===== src/rtl/cacheline_burst_adaptor.sv =====
// Purpose: turns one 256-bit cache line read/write into a 4-beat 64-bit memory burst.
// Latency: request seen in IDLE at T, burst from T+1, resp_o one cycle after the last beat.
// Backpressure: memory paces the burst with resp_i (gaps stall it); requester holds its request until resp_o.
module cacheline_burst_adaptor #(
    parameter int BURST_W = 64,
    parameter int BEATS   = 4,
    parameter int ADDR_W  = 32
) (
    input  logic                       clk,
    input  logic                       reset_n,
    input  logic [BURST_W*BEATS-1:0]   line_i,
    output logic [BURST_W*BEATS-1:0]   line_o,
    input  logic [ADDR_W-1:0]          address_i,
    input  logic                       read_i,
    input  logic                       write_i,
    output logic                       resp_o,
    input  logic [BURST_W-1:0]         burst_i,
    output logic [BURST_W-1:0]         burst_o,
    output logic [ADDR_W-1:0]          address_o,
    output logic                       read_o,
    output logic                       write_o,
    input  logic                       resp_i
);

    localparam int LINE_W = BURST_W * BEATS;
    localparam int CNT_W  = $clog2(BEATS);
    localparam logic [CNT_W-1:0]  LAST_BEAT  = CNT_W'(BEATS - 1);
    localparam logic [ADDR_W-1:0] ALIGN_MASK = ~ADDR_W'(LINE_W / 8 - 1);

    typedef enum logic [2:0] {
        IDLE,
        RD_BURST,
        RD_DONE,
        WR_BURST,
        WR_DONE
    } state_e;

    state_e              state_q, state_d;
    logic [CNT_W-1:0]    cnt_q, cnt_d;
    logic [LINE_W-1:0]   line_q, line_d;
    logic [ADDR_W-1:0]   addr_q, addr_d;
    logic [BURST_W-1:0]  beat_dat;

    // The line buffer doubles as read assembly buffer and latched write line.
    assign line_o = line_q;

    // Select the write slice addressed by the beat counter.
    always_comb begin
        beat_dat = '0;
        for (int b = 0; b < BEATS; b++) begin
            if (CNT_W'(b) == cnt_q) begin
                beat_dat = line_q[b*BURST_W +: BURST_W];
            end
        end
    end

    // Next-state, datapath updates and Moore outputs.
    always_comb begin
        state_d   = state_q;
        cnt_d     = cnt_q;
        line_d    = line_q;
        addr_d    = addr_q;
        read_o    = 1'b0;
        write_o   = 1'b0;
        resp_o    = 1'b0;
        burst_o   = '0;
        address_o = '0;
        case (state_q)
            IDLE: begin
                // Read wins when both requests are present.
                if (read_i) begin
                    addr_d  = address_i & ALIGN_MASK;
                    cnt_d   = '0;
                    state_d = RD_BURST;
                end else if (write_i) begin
                    addr_d  = address_i & ALIGN_MASK;
                    line_d  = line_i;
                    cnt_d   = '0;
                    state_d = WR_BURST;
                end
            end
            RD_BURST: begin
                read_o    = 1'b1;
                address_o = addr_q;
                if (resp_i) begin
                    for (int b = 0; b < BEATS; b++) begin
                        if (CNT_W'(b) == cnt_q) begin
                            line_d[b*BURST_W +: BURST_W] = burst_i;
                        end
                    end
                    cnt_d = cnt_q + CNT_W'(1);
                    if (cnt_q == LAST_BEAT) begin
                        state_d = RD_DONE;
                    end
                end
            end
            RD_DONE: begin
                resp_o  = 1'b1;
                state_d = IDLE;
            end
            WR_BURST: begin
                write_o   = 1'b1;
                address_o = addr_q;
                burst_o   = beat_dat;
                if (resp_i) begin
                    cnt_d = cnt_q + CNT_W'(1);
                    if (cnt_q == LAST_BEAT) begin
                        state_d = WR_DONE;
                    end
                end
            end
            WR_DONE: begin
                resp_o  = 1'b1;
                state_d = IDLE;
            end
            default: begin
                state_d = IDLE;
            end
        endcase
    end

    // State and datapath registers; reset aborts any burst in flight.
    always_ff @(posedge clk) begin
        if (!reset_n) begin
            state_q <= IDLE;
            cnt_q   <= '0;
            line_q  <= '0;
            addr_q  <= '0;
        end else begin
            state_q <= state_d;
            cnt_q   <= cnt_d;
            line_q  <= line_d;
            addr_q  <= addr_d;
        end
    end

endmodule


===== config.mk =====
export PLATFORM = sky130hd
export DESIGN_NAME = cacheline_burst_adaptor
export DESIGN_NICKNAME = d
export VERILOG_FILES = /design/src/rtl/cacheline_burst_adaptor.sv
export SDC_FILE = /design/constraint.sdc
export NUM_CORES = 1
export LEC_CHECK = 0
export BUFFER_PORTS_ARGS = -buffer_cell sky130_fd_sc_hd__buf_4
export CORE_AREA = 2 2 277 279
export CTS_CLUSTER_DIAMETER = 80
export DETAILED_ROUTE_END_ITERATION = 6
export DIE_AREA = 0 0 279 281
export PLACE_DENSITY = 0.54
export SETUP_SLACK_MARGIN = 0.05
export SLEW_MARGIN = 20
export SYNTH_ARGS = -nofsm -noshare
export SYNTH_HDL_FRONTEND = slang
export SYNTH_SLANG_ARGS = --single-unit

===== constraint.sdc =====
create_clock -name clk -period 2.4 [get_ports clk]
set_clock_uncertainty 0.1 [all_clocks]
set_input_delay 0.24 -clock clk [delete_from_list [all_inputs] [get_ports clk]]
set_output_delay 0.24 -clock clk [all_outputs]
set_load 0.005 [all_outputs]

Word level (Yosys, flattened, before mapping)
Index checks and enable logic that the tools add are counted.

storage, ports and cells
  input bits = 357
  register bits after elaboration = 293
  word-level logic and storage cells = 72
  output and inout port bits = 355

operators by class
  eq/ne operators = 20
  multiplexer cells = 30
  add/subtract/negate cells = 1
  reductions and logical operators = 14

operator list
  cell                                                 number
  two-way mux 256 bit                                  3
  two-way mux 64 bit                                   9
  case mux 256 bit (2 select lines)                    1
  two-way mux 32 bit                                   3
  AND reduction 5 bit                                  5
  inequality test 2 bit, second input constant         10
  two-way mux 3 bit                                    6
  case mux 3 bit (3 select lines)                      1
  equality test 3 x 2 -> 1 bit, second input constant  2
  two-way mux 2 bit                                    3
  nonzero test 2 bit                                   3
  equality test 2 bit, first input constant            2
  case mux 2 bit (2 select lines)                      1
  OR reduction 2 bit                                   2
  equality test 3 x 1 -> 1 bit, second input constant  1
  equality test 3 bit, second input constant           1
  logical NOT 3 bit                                    1
  two-way mux 1 bit                                    3
  inequality test 3 bit, second input constant         1
  AND reduction 3 bit                                  1
  adder 2 x 1 -> 2 bit, second input constant          1
  equality test 1 x 2 -> 1 bit, first input constant   1
  equality test 2 bit, second input constant           1
  logical NOT 2 bit                                    1
  2 further kinds                                      2

Logic depth before layout (Yosys ltp)
  word-level depth = 6
  mapped depth = 8
  mapped depth without buffers = 5

Least setup slack after synthesis
OpenSTA, ideal clock, no wires.

  path type = register to output
  from = register cnt_q[0]
  to = output burst_o[53]
  path buffers = 3
  data arrival time = 1.618 ns
  setup slack = 0.442 ns
  stages on the path, launching flop included = 9
  cell sequence = dfxtp_1 -> inv_1 -> ha_1 -> buf_2 -> buf_2 -> clkbuf_1 -> a21oi_1 -> o21ai_0 -> a32o_1

on the way
  word-level cells in the longest chain between the ends = 6
  elaborated cells between the ends (all ways) = 9
  classes of those cells = eq/ne: 3; mux: 5; reduce/logical: 1

RTL lines
  what                             RTL line  text
  start: declaration               39        logic [CNT_W-1:0] cnt_q, cnt_d;
  start signal: assignment         131       cnt_q <= cnt_d;
  logical NOT 2 bit                51        if (CNT_W'(b) == cnt_q) begin
  two-way mux 64 bit (3 in a row)  51
  two-way mux 64 bit (*)           51
  two-way mux 64 bit (*)           68        case (state_q)
  end: declaration                 18        output logic [BURST_W-1:0] burst_o,

Mark *: on every way between the ends. The rest lies on a longest branch, timed or not.

Worst setup path after layout
  from = register cnt_q[1]
  to = output burst_o[54]

Same word-level chain as after synthesis.

==> summary.txt <==
Final layout
  – Register Area: roughly 0.0058 mm²
  – Fin cells: around 4000
  – Final core utilization: between 30% and 40%
  – P&R area growth vs syn: 60.4%
  – Area of the multi-input gates: between 0.01 and 0.015 mm²
  – Layout cell share with drive strength beyond 1: 32.9%
  – Fillcell total: between 7000 and 8000
  – Nets: between 3000 and 4000

Worst setup path
  – CP delay by family, top: buffers and inverters
  – Buffers and inverters on the worst path: 4
  – Worst Path Required: 2.06 ns
  – Register-to-register setup slack: about 0.15 ns
  – Reg-to-Reg End: line_o[162]
  – Crit path kind: reg2out
  – Worst path max stage delay: 0.32 ns
  – Crit path max fanout: 50
  – CP Data Arrival Time: ~2.2 ns
  – Worst path cell trace: buf_4 -> ha_4 -> buf_12 -> buf_6 -> a21oi_1 -> o21ai_0 -> a32o_1 -> buf_4
  – Reg-to-reg startpoint: state_q[1]
  – R2r worst-path depth: 6
  – Worst Setup End Kind: primary output
  – Cell mode on critical path: buf_4
  – Startpoint Class: flip-flop
  – CP max-delay cell: dfxtp_2

Synth
  – Synth area leaders: dfxtp_1 34%, mux2i_1 15%, nor2b_1 9.3%, o21ai_0 8.0%, nand2_1 7.1%
  – Cell area after synthesis: between 0.015 and 0.02 mm²
  – Yosys reg bits: roughly 290
  – Async set or reset register ratio after synthesis: 0%
  – Largest family of logic cells by synthesized area: simple AND/OR/NAND/NOR gates
  – Synth warnings: 0
  – Post-synthesis compound-gate area fraction: 17.5%
  – EDFF count, synth: 0
  – Post-synth top area share: 33.8%
  – Seq/Total Area, Yosys: between 30% and 40%
  – Cells after Synth: approximately 2100
  – Yosys cell types: 39
  – Synth Area in Simple Gates: between 20% and 30%
  – Post-Syn Area per Cell: 8.24 µm²
  – Mux contribution to synthesized area: between 10% and 20%
  – Dominant synthesized flop cell: dfxtp_1
  – Largest area contributor in the netlist: dfxtp_1
  – Xor and xnor area share after synthesis: 0.0514%
  – Synth Area in Adders: less than 1%

Routing
  – Initial DRC count: 1106
  – Vias post-DR: between 15000 and 20000
  – Wire per inst: ~21 µm
  – Routed Antenna Nets: 0
  – Routed WL: 82700 µm
  – Vias per inst: 4.76
  – Iteration count of the initial detailed-routing pass: 5
  – DRC violations left: 0

Status
  – Status: finished, violations left
  – Failing checks: setup timing

Timing
  – Least-Margin Pin Slew: 0.694 ns
  – Final hold violations: 0
  – RSZ-0062 raised after global routing: yes
  – Setup_tns: -6.20 ns
  – Slew HR: ~54%
  – Tcrit/Tclk final: 107%
  – Shortest period the worst path allows: 2.57 ns
  – Fin worst setup slack: -0.171 ns
  – Final number of setup-violating endpoints: 63
  – Slew Limit Fails: 0
  – Peak Freq: just under 400 MHz

Floorplan
  – Starting Density: between 20% and 30%
  – Full die area: just under 0.08 mm²
  – Die Ht: 281 µm
  – Row count: approximately 100
  – I/O pins: 712
  – Core area: approximately 0.075 mm²
  – Die Wd: ~280 µm

Clock network
  – Clk slew on worst S/H paths: approximately 0.06 ns
  – CTS tree: done
  – Longest Clk Path Bufs: 3
  – H-Tree Depth: 2
  – Clk sinks: 288
  – Root Buffer: clkbuf_16
  – Worst-Skew Late Latency: 0.55 ns
  – Inserted Clock Buffers: 38

Global route
  – GRT Util Overall: roughly a fifth
  – Number of global-route vias before repair: between 15000 and 20000
  – Largest net degree at the start of global routing: 71
  – Gr ovfl total: 0
  – Global-route wire length before repair: 120000 µm
  – Initial antenna violation count: 3

Run
  – Max Cap Viol: 0

Place
  – Placed cells: 3608
  – Dpl hpwl: ~57000 µm
  – Port Buffers: approximately 700
  – RD Place Congestion: around 0.85

Hold path
  – Hold Path Class: in2reg
  – Hold Crit Start: line_i[188]
  – Hold worst-path end: line_o[188]
  – Cells on Worst Hold Path: 4

Power and ir drop
  – Total power: 14.5 mW
  – PD cells: 529 mW/mm²
  – Peak supply drop: between 0.4 and 0.5 mV
  – Leak: roughly 12 nW
[worst register-to-register path, delay by kind of cell (launching register included)]
| family | cells | cell delay (ns) |
|---|---|---|
| AO/OA/AOI/OAI | 1 | 0.14 |
| buffers and inverters | 3 | 0.68 |
| flip-flops | 1 | 0.34 |
| multiplexers | 1 | 0.27 |
| AND/OR/NAND/NOR | 1 | 0.58 |
[placed cells by master (no fill, tap or decap), types with 57 or more instances in the layout]
master,n
o21ai_1,101
dlygate4sd3_1,210
and4bb_2,57
nor2b_1,254
nand2b_1,64
buf_4,735
a21oi_1,72
mux2i_1,256
dfxtp_1,283
o21ai_0,215
nand2_1,323
[kinds of logic after synthesis]
family                   count (synthesis)
AO/OA/AOI/OAI                          515
XOR/XNOR                                 1
adder cells (fa/ha/maj)                  5
buffers and inverters                  218
flip-flops                             288
multiplexers                           256
other                                    1
AND/OR/NAND/NOR                        782
[how the worst max path moves through the flow]
stage             start          end  cells past startpoint
3_3_place_gp   cnt_q[0]  burst_o[42]                      7
6_report       cnt_q[1]  burst_o[54]                      8
2_1_floorplan  cnt_q[0]  burst_o[53]                      8
5_1_grt        cnt_q[1]  burst_o[12]                      9
4_1_cts        cnt_q[1]  burst_o[52]                      8
3_5_place_dp   cnt_q[0]  burst_o[43]                      7
[state kept, by name, summed over array words and instances (netlist names)]
signal   count
line_o     256
addr_q      27
state_q      3
cnt_q        2
[final cells by class]
cell class	count	share of cell area, %
multi-input cells	1564	37.9
inverters	5	0.0687
clock buffers	58	4.20
flip-flops and latches	288	21.2
well taps	978	4.48
repair buffers	1000	32.0
clock inverters	8	0.188
diodes	2	0.0183
[cell usage after synthesis, types with 11 or more instances]
library cell	instances
a21oi_1	94
nand2b_1	64
buf_2	34
clkbuf_1	126
mux2i_1	256
o21ai_1	54
o31ai_1	27
o21ai_0	272
and2_1	27
nand4_1	27
nand2_1	323
dfxtp_1	288
a32o_1	64
buf_6	33
nor2b_1	254
buf_4	11
and4bb_2	57
[through the flow]
stage               setup slack (ns)  hold slack [ns]  area, µm²
global placement               0.207            0.351      23500
detailed placement             0.165            0.357      23500
floorplan                      0.442            0.290      17000
CTS                           -0.191        0.0000668      27200
global route                  -0.262           0.0269      27300
finish                        -0.171           0.0248      27300
[report_power, final]
| part | switching (mW) | internal (mW) | leakage (nW) |
|---|---|---|---|
| clock | 2.37 | 3.29 | 0.596 |
| sequential | 0.261 | 5.07 | 2.35 |
| combinational | 1.67 | 1.79 | 9.47 |
| total | 4.31 | 10.1 | 12.4 |
[timing repair]
| action | CTS | global route |
|---|---|---|
| endpoints found under the hold margin | 213 | 0 |
| pin swaps | 11 | 6 |
| hold buffers | 210 | 0 |
| setup buffers | 7 | 0 |
| resized for setup | 89 | 26 |
| gates cloned | 9 | 1 |
| setup endpoints to repair | 64 | 64 |
[metal layers]
metal | global-route usage [%] | wire [µm]
met1 | 24.5 | 34600
met3 | 5.00 | 6180
met5 | 0 | 13
met2 | 33.6 | 38900
met4 | 8.02 | 3070
Note: power is estimated with default switching activity, not from simulation.
